--- src/rtl/fifo_rr_write_ctrl_if.sv ---
// Bus bundle between the shared-queue controller, its producers/consumer and the FIFO memory.
interface fifo_rr_write_ctrl_if #(
  parameter int unsigned NUM_REQ  = 4,
  parameter int unsigned DATASIZE = 8,
  parameter int unsigned DEPTH    = 16
);
  localparam int unsigned ADDRSIZE = $clog2(DEPTH);
  localparam int unsigned IDW      = $clog2(NUM_REQ);

  logic                         flush;
  logic [NUM_REQ-1:0]           req_valid;
  logic [NUM_REQ*DATASIZE-1:0]  req_data;
  logic [NUM_REQ-1:0]           req_ready;
  logic                         rd_req;
  logic                         rd_valid;
  logic [IDW-1:0]               rd_src;
  logic                         mem_wr_en;
  logic [ADDRSIZE-1:0]          mem_wr_addr;
  logic [DATASIZE-1:0]          mem_data_in;
  logic                         mem_rd_en;
  logic [ADDRSIZE-1:0]          mem_rd_addr;
  logic                         full;
  logic                         empty;
  logic [ADDRSIZE:0]            count;

  // Controller side
  modport slave (
    input  flush, req_valid, req_data, rd_req,
    output req_ready, rd_valid, rd_src,
    output mem_wr_en, mem_wr_addr, mem_data_in, mem_rd_en, mem_rd_addr,
    output full, empty, count
  );

  // Producer / consumer / memory side
  modport master (
    output flush, req_valid, req_data, rd_req,
    input  req_ready, rd_valid, rd_src,
    input  mem_wr_en, mem_wr_addr, mem_data_in, mem_rd_en, mem_rd_addr,
    input  full, empty, count
  );
endinterface

--- src/rtl/fifo_rr_write_ctrl.sv ---
// Shared-queue controller: round-robin write arbitration over NUM_REQ producers,
// pointer/status generation for a DEPTH-entry FIFO memory, and a source-ID sidecar.
module fifo_rr_write_ctrl #(
  parameter int unsigned NUM_REQ  = 4,
  parameter int unsigned DATASIZE = 8,
  parameter int unsigned DEPTH    = 16
) (
  input  logic                  clk,
  input  logic                  rst,
  fifo_rr_write_ctrl_if.slave   bus
);
  localparam int unsigned ADDRSIZE = $clog2(DEPTH);
  localparam int unsigned IDW      = $clog2(NUM_REQ);
  localparam int unsigned PTRW     = ADDRSIZE + 1;

  logic [PTRW-1:0] wr_ptr_q, wr_ptr_d;
  logic [PTRW-1:0] rd_ptr_q, rd_ptr_d;
  logic [IDW-1:0]  rr_ptr_q, rr_ptr_d;
  logic [IDW-1:0]  rd_src_q, rd_src_d;
  logic            rd_valid_q, rd_valid_d;
  logic [IDW-1:0]  id_mem_q [DEPTH];

  logic            full_c;
  logic            empty_c;
  logic [PTRW-1:0] count_c;
  logic            gnt_found;
  logic [IDW-1:0]  gnt_idx;
  logic            push;
  logic            pop;

  // Queue status from the registered pointers (start-of-cycle view)
  always_comb begin
    full_c  = (wr_ptr_q[ADDRSIZE] != rd_ptr_q[ADDRSIZE]) &&
              (wr_ptr_q[ADDRSIZE-1:0] == rd_ptr_q[ADDRSIZE-1:0]);
    empty_c = (wr_ptr_q == rd_ptr_q);
    count_c = wr_ptr_q - rd_ptr_q;
  end

  // Round-robin search: first valid requester at or above rr_ptr, wrapping
  always_comb begin : arb_p
    int unsigned idx;
    idx       = 0;
    gnt_found = 1'b0;
    gnt_idx   = '0;
    for (int unsigned k = 0; k < NUM_REQ; k++) begin
      idx = (32'(rr_ptr_q) + k) % NUM_REQ;
      if (!gnt_found && bus.req_valid[IDW'(idx)]) begin
        gnt_found = 1'b1;
        gnt_idx   = IDW'(idx);
      end
    end
  end

  // Transfer qualifiers: flush and reset block both sides, full blocks push, empty blocks pop
  always_comb begin
    push = !rst && gnt_found && !full_c && !bus.flush;
    pop  = !rst && bus.rd_req && !empty_c && !bus.flush;
  end

  // Producer handshake, memory controls and status outputs
  always_comb begin
    bus.req_ready          = '0;
    if (push) bus.req_ready[gnt_idx] = 1'b1;
    bus.mem_wr_en          = push;
    bus.mem_wr_addr        = wr_ptr_q[ADDRSIZE-1:0];
    bus.mem_data_in        = bus.req_data[32'(gnt_idx)*DATASIZE +: DATASIZE];
    bus.mem_rd_en          = pop;
    bus.mem_rd_addr        = rd_ptr_q[ADDRSIZE-1:0];
    bus.full               = full_c;
    bus.empty              = empty_c;
    bus.count              = count_c;
    bus.rd_valid           = rd_valid_q;
    bus.rd_src             = rd_src_q;
  end

  // Next-state: pointer advance, arbiter rotation, read-side tracking, flush override
  always_comb begin
    wr_ptr_d   = wr_ptr_q;
    rd_ptr_d   = rd_ptr_q;
    rr_ptr_d   = rr_ptr_q;
    rd_src_d   = rd_src_q;
    rd_valid_d = pop;
    if (push) begin
      wr_ptr_d = wr_ptr_q + PTRW'(1);
      rr_ptr_d = (gnt_idx == IDW'(NUM_REQ - 1)) ? '0 : gnt_idx + IDW'(1);
    end
    if (pop) begin
      rd_ptr_d = rd_ptr_q + PTRW'(1);
      rd_src_d = id_mem_q[rd_ptr_q[ADDRSIZE-1:0]];
    end
    if (bus.flush) begin
      wr_ptr_d   = '0;
      rd_ptr_d   = '0;
      rd_valid_d = 1'b0;
    end
  end

  // Control state registers
  always_ff @(posedge clk or posedge rst) begin
    if (rst) begin
      wr_ptr_q   <= '0;
      rd_ptr_q   <= '0;
      rr_ptr_q   <= '0;
      rd_src_q   <= '0;
      rd_valid_q <= 1'b0;
    end else begin
      wr_ptr_q   <= wr_ptr_d;
      rd_ptr_q   <= rd_ptr_d;
      rr_ptr_q   <= rr_ptr_d;
      rd_src_q   <= rd_src_d;
      rd_valid_q <= rd_valid_d;
    end
  end

  // Source-ID sidecar; contents are meaningful only between the pointers, so no reset
  always_ff @(posedge clk) begin
    if (push) id_mem_q[wr_ptr_q[ADDRSIZE-1:0]] <= gnt_idx;
  end
endmodule
--- src/flat_wrapper.sv ---
// flat-port wrapper written by rule: the top's interface ports become plain ports
module fifo_rr_write_ctrl_flat 
#(
  parameter int unsigned NUM_REQ  = 4,
  parameter int unsigned DATASIZE = 8,
  parameter int unsigned DEPTH    = 16
)
  (clk, rst, bus_flush, bus_req_valid, bus_req_data, bus_rd_req, bus_req_ready, bus_rd_valid, bus_rd_src, bus_mem_wr_en, bus_mem_wr_addr, bus_mem_data_in, bus_mem_rd_en, bus_mem_rd_addr, bus_full, bus_empty, bus_count);
  fifo_rr_write_ctrl_if #(.NUM_REQ(NUM_REQ), .DATASIZE(DATASIZE), .DEPTH(DEPTH)) bus_i ();
  input  logic clk;
  input  logic rst;
  input wire logic [$bits(bus_i.flush)-1:0] bus_flush;
  input wire logic [$bits(bus_i.req_valid)-1:0] bus_req_valid;
  input wire logic [$bits(bus_i.req_data)-1:0] bus_req_data;
  input wire logic [$bits(bus_i.rd_req)-1:0] bus_rd_req;
  output wire logic [$bits(bus_i.req_ready)-1:0] bus_req_ready;
  output wire logic [$bits(bus_i.rd_valid)-1:0] bus_rd_valid;
  output wire logic [$bits(bus_i.rd_src)-1:0] bus_rd_src;
  output wire logic [$bits(bus_i.mem_wr_en)-1:0] bus_mem_wr_en;
  output wire logic [$bits(bus_i.mem_wr_addr)-1:0] bus_mem_wr_addr;
  output wire logic [$bits(bus_i.mem_data_in)-1:0] bus_mem_data_in;
  output wire logic [$bits(bus_i.mem_rd_en)-1:0] bus_mem_rd_en;
  output wire logic [$bits(bus_i.mem_rd_addr)-1:0] bus_mem_rd_addr;
  output wire logic [$bits(bus_i.full)-1:0] bus_full;
  output wire logic [$bits(bus_i.empty)-1:0] bus_empty;
  output wire logic [$bits(bus_i.count)-1:0] bus_count;
  assign bus_i.flush = bus_flush;
  assign bus_i.req_valid = bus_req_valid;
  assign bus_i.req_data = bus_req_data;
  assign bus_i.rd_req = bus_rd_req;
  assign bus_req_ready = bus_i.req_ready;
  assign bus_rd_valid = bus_i.rd_valid;
  assign bus_rd_src = bus_i.rd_src;
  assign bus_mem_wr_en = bus_i.mem_wr_en;
  assign bus_mem_wr_addr = bus_i.mem_wr_addr;
  assign bus_mem_data_in = bus_i.mem_data_in;
  assign bus_mem_rd_en = bus_i.mem_rd_en;
  assign bus_mem_rd_addr = bus_i.mem_rd_addr;
  assign bus_full = bus_i.full;
  assign bus_empty = bus_i.empty;
  assign bus_count = bus_i.count;
  fifo_rr_write_ctrl #(.NUM_REQ(NUM_REQ), .DATASIZE(DATASIZE), .DEPTH(DEPTH)) u_core (.clk(clk), .rst(rst), .bus(bus_i));
endmodule
--- config.mk ---
export PLATFORM = sky130hd
export DESIGN_NAME = fifo_rr_write_ctrl_flat
export DESIGN_NICKNAME = d
export VERILOG_FILES = /design/src/rtl/fifo_rr_write_ctrl_if.sv /design/src/rtl/fifo_rr_write_ctrl.sv /design/src/flat_wrapper.sv
export SDC_FILE = /design/constraint.sdc
export NUM_CORES = 1
export LEC_CHECK = 0
export CAP_MARGIN = 5
export CORE_UTILIZATION = 40
export CTS_BUF_LIST = sky130_fd_sc_hd__clkbuf_8
export DETAILED_ROUTE_END_ITERATION = 7
export GPL_TIMING_DRIVEN = 0
export PLACE_DENSITY = 0.73
export SLEW_MARGIN = 5
export SYNTH_ARGS = -nofsm -noshare
export SYNTH_HDL_FRONTEND = slang
export SYNTH_SLANG_ARGS = --single-unit
--- constraint.sdc ---
create_clock -name clk -period 3 [get_ports clk]
set_input_delay 0.3 -clock clk [delete_from_list [all_inputs] [get_ports clk]]
set_output_delay 0.3 -clock clk [all_outputs]
set_load 0.01 [all_outputs]
==> PnR_summary.wiki, run 1 <==
{| class="wikitable"
! Metric !! Value
|-
| Proportion of layout cells with a drive suffix above 1 || 18.1%
|-
| Global routing usage summed across all routing layers || 17.9%
|-
| Required time worst endpoint || approximately 2.7 ns
|-
| Count of warnings emitted by yosys || 0
|-
| Cell internal power dissipation || 1.31 mW
|-
| Detail-routed net length per standard cell || between 15 and 20 um
|-
| Post-synthesis sequential area ratio || 49.6%
|-
| Count of hold buffers inserted by post-cts repair || 0
|-
| Startpoint of the lowest-slack register-to-register path || u_core.rd_ptr_q[1]
|-
| Max Fanout on Critical Path || 25
|-
| Post-synthesis instance total || around 220
|-
| Final Skew || 0.00880 ns
|-
| Leading cell types by total area after synthesis || sky130_fd_sc_hd__edfxtp_1 (36%), sky130_fd_sc_hd__dfrtp_1 (14%), sky130_fd_sc_hd__mux2i_1 (10%)
|-
| MaxCap Viol Count || 0
|-
| Proportion of register bits with asynchronous set or reset after synthesis || 31.9%
|-
| Number of H-tree levels || 2
|-
| Main combinational cell family by area after synthesis || multiplexers
|-
| Sequential power share || 43.5%
|-
| Commonest register cell after synthesis || sky130_fd_sc_hd__edfxtp_1
|-
| Sum of negative setup slack || 0 ns
|-
| Post-synth cell types || 41
|-
| Effective utilization at floorplan || a little over two fifths
|-
| Max Fclk || around 350 MHz
|-
| Hpwl dp || 4340 um
|-
| Count of flip-flops with a built-in enable after synthesis || 32
|-
| Die Height || 84.1 um
|-
| Met3 demand-to-capacity share in global routing || 4.15%
|-
| Detailed Route Iter0 Violations || 71
|-
| Combinational share of power || 34.3%
|-
| Clock latency on the worst-skew pair || 0.30 ns
|-
| RSZ-0062 raised after global routing || no
|-
| Worst endpoint data arrival time || 2.56 ns
|-
| Type of the worst min-delay path || in -> async
|-
| Crit path from || bus_req_valid[0]
|-
| Final Instance Area || 3740 um2
|-
| Routability cong. || between 0.8 and 0.9
|-
| First-pass detailed-route iteration total || 6
|-
| Clock tree from TritonCTS || done
|-
| Via/cell ratio || 5.06
|-
| Mapped Nets || about 270
|-
| Mux contribution to synthesized area || 16.7%
|-
| Post-synthesis sequential element count || 47
|-
| Status || finished, violations left
|-
| Layer carrying the most global-route usage || met2
|-
| Min cycle time layout || 2.86 ns
|-
| Reported net switching power || just under 500 uW
|-
| Total die area || around 7100 um2
|-
| Category of the worst setup path capture point || output port
|-
| Num Clock Sinks || 47
|-
| Global route overflow || 0
|-
| Antenna diode count || 0
|-
| Cell area after synthesis || approximately 2700 um2
|-
| Final Net Count || approximately 350
|-
| Commonest cells in the netlist || sky130_fd_sc_hd__edfxtp_1 (32), sky130_fd_sc_hd__mux2i_1 (27), sky130_fd_sc_hd__nor2_1 (18)
|-
| Power density over cell area || 482 nW/um2
|-
| First-pass GRT wire length || 9770 um
|-
| Compound-cell area share of the yosys netlist || 5.71%
|-
| Count of buffers inserted at the top-level ports || 71
|-
| Placement Setup Slack || -0.239 ns
|-
| Worst supply voltage drop on vdd || 0.311 mV
|-
| Clock Tree Root || sky130_fd_sc_hd__clkbuf_8
|-
| Worst max-slew margin expressed relative to the limit || 53.1%
|-
| Simple-gate area share of the yosys netlist || 12.1%
|-
| Arithmetic-cell share of the synthesized area counting full adders, half adders and majority gates || under 10%
|-
| Detailed Route WL || a little under 6000 um
|-
| Post-route ant nets || 0
|-
| Share of the clock period used by the worst path after layout || between 90% and 100%
|-
| Clock-pin slew reported for the worst setup and hold paths after clock tree synthesis || 0.08 ns
|-
| Met1 track utilization from global routing || 21.2%
|-
| Path depth of the worst reg2reg path || 9
|-
| Switching portion of total power || between 20% and 30%
|-
| Slew Limit Fails || 0
|-
| Vias after detailed routing || 1929
|-
| Maximum number of pins on one net before global-route repair || 26
|-
| Vias in the first global route || 1969
|-
| Met2 GRT Util || 32.3%
|-
| Area of the core region || between 6000 and 7000 um2
|-
| Portion of total power attributed to the clock network || 22.2%
|-
| Final setup fails || 0
|-
| Worst Setup Start Kind || input pin
|-
| CTS buffer count || 5
|-
| Clock buffer depth || 2
|-
| Violated checks || design-rule violations
|-
| Cell area after placement || 3500 um2
|-
| Die X-Extent || around 84 um
|-
| Final setup margin || 0.137 ns
|-
| Initial antenna violation count || 0
|-
| Setup Crit Path Kind || in -> out
|-
| Post-synthesis to final-layout area growth || 38.9%
|-
| Synth Area in XOR/XNOR || 4.55%
|-
| Cell taking the most area after synthesis || sky130_fd_sc_hd__edfxtp_1
|-
| Number of standard-cell rows in the floorplan || 29
|-
| Area share of the leading cell type in the synthesized netlist || 35.7%
|-
| Leak pwr || about 1.5 nW
|-
| Post-synthesis average cell area || 12.4 um2
|-
| Count of pins on the block boundary || 72
|-
| Total DRC errors in the routed layout || 2
|-
| Final hold viol count || 0
|-
| Number of placed cells counting well taps || 365
|-
| Worst slew pin tran || 0.703 ns
|-
| Leading cell type by number of instances after synthesis || sky130_fd_sc_hd__edfxtp_1
|-
| Count of non-filler cells in the finished layout || 381
|}
layout make-up:
type                            count  area, um2
Sequential cell                    47       1340
Tap cell                           77       96.3
Buffer                             16        146
Inverter                           13       53.8
Fill cell                         544       2680
Clock buffer                        7       96.3
Clock inverter                      1       3.75
Multi-Input combinational cell    140       1220
Timing Repair Buffer               80        787
routing by layer:
metal  vias to the layer above  wire length (um)
met5                         -                 0
met4                         0                73
met3                         6               366
met2                        70              3000
met1                       915              2420
li1                        938                 -
placed cells by master, fill, tap and decap left out, types with 3 or more instances in the layout:
| master | netlist | final |
|---|---|---|
| sky130_fd_sc_hd__dlymetal6s2s_1 | 0 | 4 |
| sky130_fd_sc_hd__xnor2_1 | 9 | 9 |
| sky130_fd_sc_hd__xor2_1 | 5 | 5 |
| sky130_fd_sc_hd__buf_6 | 1 | 3 |
| sky130_fd_sc_hd__buf_8 | 1 | 3 |
| sky130_fd_sc_hd__clkbuf_8 | 0 | 7 |
| sky130_fd_sc_hd__clkdlybuf4s50_1 | 0 | 66 |
| sky130_fd_sc_hd__nor2_1 | 18 | 18 |
| sky130_fd_sc_hd__a21oi_1 | 7 | 7 |
| sky130_fd_sc_hd__ha_1 | 9 | 8 |
| sky130_fd_sc_hd__dfrtp_2 | 0 | 4 |
| sky130_fd_sc_hd__buf_4 | 9 | 17 |
| sky130_fd_sc_hd__mux4_2 | 7 | 7 |
| sky130_fd_sc_hd__nand4_1 | 5 | 5 |
| sky130_fd_sc_hd__nand2_1 | 8 | 8 |
| sky130_fd_sc_hd__inv_1 | 12 | 13 |
| sky130_fd_sc_hd__mux2i_1 | 27 | 27 |
| sky130_fd_sc_hd__a31oi_1 | 3 | 3 |
| sky130_fd_sc_hd__and2_1 | 16 | 16 |
| sky130_fd_sc_hd__dfrtp_1 | 15 | 11 |
| sky130_fd_sc_hd__edfxtp_1 | 32 | 32 |
logic make-up after synthesis:
logic type,Yosys count
multiplexers,36
adder cells (fa/ha/maj),10
flip-flops,47
AND/OR/NAND/NOR,59
buffers and inverters,30
AO/OA/AOI/OAI,21
XOR/XNOR,14
state kept, by name, summed over array words and instances, names as in the netlist:
name	flops
u_core.rd_ptr_q	5
u_core.id_mem_q	32
u_core.rr_ptr_q	2
u_core.wr_ptr_q	5
u_core.bus.rd_valid	1
u_core.bus.rd_src	2
power by group through the flow:
stage / registers [mW] / logic [mW] / clock network, mW
3_5_place_dp: 0.796 / 0.571 / 0
3_3_place_gp: 0.795 / 0.566 / 0
2_1_floorplan: 0.798 / 0.304 / 0
6_report: 0.785 / 0.618 / 0.401
4_1_cts: 0.783 / 0.599 / 0.412
5_1_grt: 0.788 / 0.672 / 0.436
critical path: stages:
cell	delay, ns
sky130_fd_sc_hd__clkdlybuf4s50_1	0.52
sky130_fd_sc_hd__mux2i_1	0.18
sky130_fd_sc_hd__nor2_1	0.08
sky130_fd_sc_hd__a311oi_4	0.31
sky130_fd_sc_hd__buf_8	0.26
sky130_fd_sc_hd__mux2i_1	0.31
sky130_fd_sc_hd__clkdlybuf4s50_1	0.59
repair_timing:
item / 4_1_cts / 5_1_grt
pin swaps: 2 / 3
buffers inserted: 4 / 5
gates resized for setup: 14 / 9
endpoints found under the setup margin: 13 / 12
per-stage QoR:
stage	power (mW)	hold slack (ns)	util (%)
after floorplan	1.10	0.225	-
after global placement	1.36	0.490	54.5
after detailed placement	1.37	0.500	54.5
after CTS	1.79	0.424	57.3
after global routing	1.90	0.477	58.3
final	1.80	0.410	58.3
path summary, 6_finish.rpt:
kind | slack [ns] | end
worst min-delay path | 0.41 | u_core.wr_ptr_q[2]
worst max-delay path | 0.14 | bus_mem_data_in[2]
max in group asynchronous | 2.10 | u_core.rd_ptr_q[2]
worst min register to register | 0.52 | u_core.bus.rd_src[0]
worst max register to register | 0.54 | u_core.id_mem_q[7][0]
min in group clk | 0.52 | u_core.bus.rd_src[0]
Power figures use the tool's default switching activity.
==> inputs of run 2 (changes only) <==
--- a/config.mk
+++ b/config.mk
@@ -10,6 +10,7 @@
 export CTS_BUF_LIST = sky130_fd_sc_hd__clkbuf_8
 export DETAILED_ROUTE_END_ITERATION = 7
 export GPL_TIMING_DRIVEN = 0
+export MAX_ROUTING_LAYER = met4
 export PLACE_DENSITY = 0.73
 export SLEW_MARGIN = 5
 export SYNTH_ARGS = -nofsm -noshare
==> PnR_summary.wiki, run 2 (same netlist as run 1, synthesis figures left out) <==
{| class="wikitable"
! Metric !! Value
|-
| Post-route ant nets || 0 (unchanged)
|-
| CTS buffer count || 5 (unchanged)
|-
| RSZ-0062 raised after global routing || no
|-
| Commonest cells after routing, fill and taps aside || sky130_fd_sc_hd__clkdlybuf4s50_1 (66), sky130_fd_sc_hd__edfxtp_1 (32), sky130_fd_sc_hd__mux2i_1 (27), sky130_fd_sc_hd__nor2_1 (18), sky130_fd_sc_hd__buf_4 (17)
|-
| Worst supply voltage drop on vdd || 0.310 mV (-0.38%)
|-
| Flip-flop count of the largest register, all copies and words added || 32 (unchanged)
|-
| Final Skew || 0.0109 ns (+0.00211 ns)
|-
| Routability cong. || 0.817 (+1.5%)
|-
| Category of the worst setup path capture point || output port
|-
| Max Fclk || 352 MHz (+0.80%)
|-
| Clock-pin slew reported for the worst setup and hold paths after clock tree synthesis || 0.08 ns (about the same)
|-
| Num Clock Sinks || 47 (unchanged)
|-
| Count of hold buffers inserted by post-cts repair || 0 (unchanged)
|-
| Final setup margin || 0.160 ns (+0.0228 ns)
|-
| Area of the core region || 6420 um2 (unchanged)
|-
| Via/cell ratio || 5.01 (-1.0%)
|-
| Die Height || 84.1 um (unchanged)
|-
| Worst Setup Start Kind || input pin
|-
| Total DRC errors in the routed layout || 2 (unchanged)
|-
| Total die area || 7070 um2 (unchanged)
|-
| Detailed Route WL || 5830 um (-0.41%)
|-
| Maximum number of pins on one net before global-route repair || 26 (unchanged)
|-
| Slew Limit Fails || 0 (unchanged)
|-
| Status || finished, violations left
|-
| Fill count || 544 (unchanged)
|-
| Share of the clock period used by the worst path after layout || 94.7% (-0.76 points)
|-
| Min cycle time layout || 2.84 ns (-0.0228 ns)
|-
| Clock tree from TritonCTS || done
|-
| Clock latency on the worst-skew pair || 0.30 ns (about the same)
|-
| Vias in the first global route || 1970 (+0.051%)
|-
| Initial antenna violation count || 0 (unchanged)
|-
| Effective utilization at floorplan || 42.0% (unchanged)
|-
| Worst endpoint data arrival time || 2.54 ns (-0.02 ns)
|-
| Hpwl dp || 4340 um (unchanged)
|-
| Antenna diode count || 0 (unchanged)
|-
| Detail-routed net length per standard cell || 15.3 um (-0.41%)
|-
| Violated checks || design-rule violations
|-
| Count of buffers inserted at the top-level ports || 71 (unchanged)
|-
| Path depth of the worst reg2reg path || 9 (unchanged)
|-
| Final hold viol count || 0 (unchanged)
|-
| Sum of negative setup slack || 0 ns (unchanged)
|-
| Global route overflow || 0 (unchanged)
|-
| Die X-Extent || 84.1 um (unchanged)
|-
| First-pass GRT wire length || 9760 um (-0.14%)
|-
| Clock Tree Root || sky130_fd_sc_hd__clkbuf_8
|-
| Leak pwr || 1.54 nW (unchanged)
|-
| Type of the worst min-delay path || in -> async
|-
| Number of H-tree levels || 2 (unchanged)
|-
| First-pass detailed-route iteration total || 6 (unchanged)
|-
| Final Net Count || 353 (unchanged)
|-
| Post-synthesis to final-layout area growth || 38.9% (unchanged)
|-
| Worst slew pin tran || 0.708 ns (+0.00481 ns)
|-
| MaxCap Viol Count || 0 (unchanged)
|-
| Proportion of layout cells with a drive suffix above 1 || 18.1% (unchanged)
|-
| Max Fanout on Critical Path || 25 (unchanged)
|-
| Required time worst endpoint || 2.70 ns (about the same)
|-
| Vias after detailed routing || 1909 (-1.0%)
|-
| Global routing usage summed across all routing layers || 18.4% (+0.48 points)
|-
| Power density over cell area || 482 nW/um2 (about the same)
|-
| Most frequent standard cell in the layout excluding fill and tap cells || sky130_fd_sc_hd__clkdlybuf4s50_1
|-
| Number of standard-cell rows in the floorplan || 29 (unchanged)
|-
| Count of pins on the block boundary || 72 (unchanged)
|-
| Core Util, Final || 58.3% (unchanged)
|-
| Placement Setup Slack || -0.239 ns (unchanged)
|-
| Detailed Route Iter0 Violations || 57 (-20%)
|-
| Setup Crit Path Kind || in -> out
|-
| Worst max-slew margin expressed relative to the limit || 52.7% (-0.32 points)
|-
| Sum of internal, switching and leakage power || 1.80 mW (about the same)
|-
| Clock buffer depth || 2 (unchanged)
|-
| Final setup fails || 0 (unchanged)
|}
run 2: cell counts in the layout (fill, tap and decap cells not counted):
Identical to the previous run, type by type.
run 2: worst paths after layout:
check,end,start,slack [ns]
hold / removal,u_core.wr_ptr_q[2],rst,0.41
hold reg to reg,u_core.bus.rd_src[0],u_core.bus.rd_src[0],0.52
min in group clk,u_core.bus.rd_src[0],u_core.bus.rd_src[0],0.52
setup / recovery,bus_mem_data_in[2],bus_req_valid[0],0.16
max in group asynchronous,u_core.rd_ptr_q[2],rst,2.10
setup reg to reg,u_core.id_mem_q[5][0],u_core.rd_ptr_q[1],0.53
run 2: where the power goes:
| group | internal [mW] | leakage (nW) | switching (mW) | total, mW |
|---|---|---|---|---|
| clock | 0.207 | 0.0557 | 0.194 | 0.401 |
| combinational | 0.346 | 1.01 | 0.270 | 0.617 |
| sequential | 0.756 | 0.481 | 0.0289 | 0.785 |
run 2: what timing repair did:
item                       4_1_cts  5_1_grt
resized for setup               14        9
buffers inserted                 4        5
cloned                           0        0
pin swaps                        2        3
setup endpoints to repair       13       12
run 2: routing by layer:
layer  up-vias  track usage [%]  wire length [um]
met2        66             32.1              2970
met1       900             21.9              2500
met4         0             5.17                73
li1        937                -                 -
met3         6             3.17               292
met5         -                -                 0
run 2: worst max-delay path, cell delays in order:
cell and delay, ns:
sky130_fd_sc_hd__clkdlybuf4s50_1 0.52, sky130_fd_sc_hd__mux2i_1 0.18, sky130_fd_sc_hd__nor2_1 0.08, sky130_fd_sc_hd__a311oi_4 0.31, sky130_fd_sc_hd__buf_8 0.26, sky130_fd_sc_hd__mux2i_1 0.29, sky130_fd_sc_hd__clkdlybuf4s50_1 0.59
run 2: cell type report:
class                      count  area, um2  share of cell area, %
sequential                    47       1340                   35.8
buffer                        16        146                   3.91
clock buffer                   7       96.3                   2.57
timing repair buffer          80        787                   21.0
clock inverter                 1       3.75                  0.100
inverter                      13       53.8                   1.44
tap                           77       96.3                   2.57
multi-input combinational    140       1220                   32.6
run 2: stage by stage:
| stage | area, um2 | hold WS (ns) | instances |
|---|---|---|---|
| finish | 3740 | 0.409 | 381 |
| global route | 3740 | 0.479 | 381 |
| CTS | 3680 | 0.424 | 377 |
| detailed placement | 3500 | 0.500 | 365 |
| global placement | 3500 | 0.490 | 365 |
| floorplan | 2700 | 0.225 | 217 |
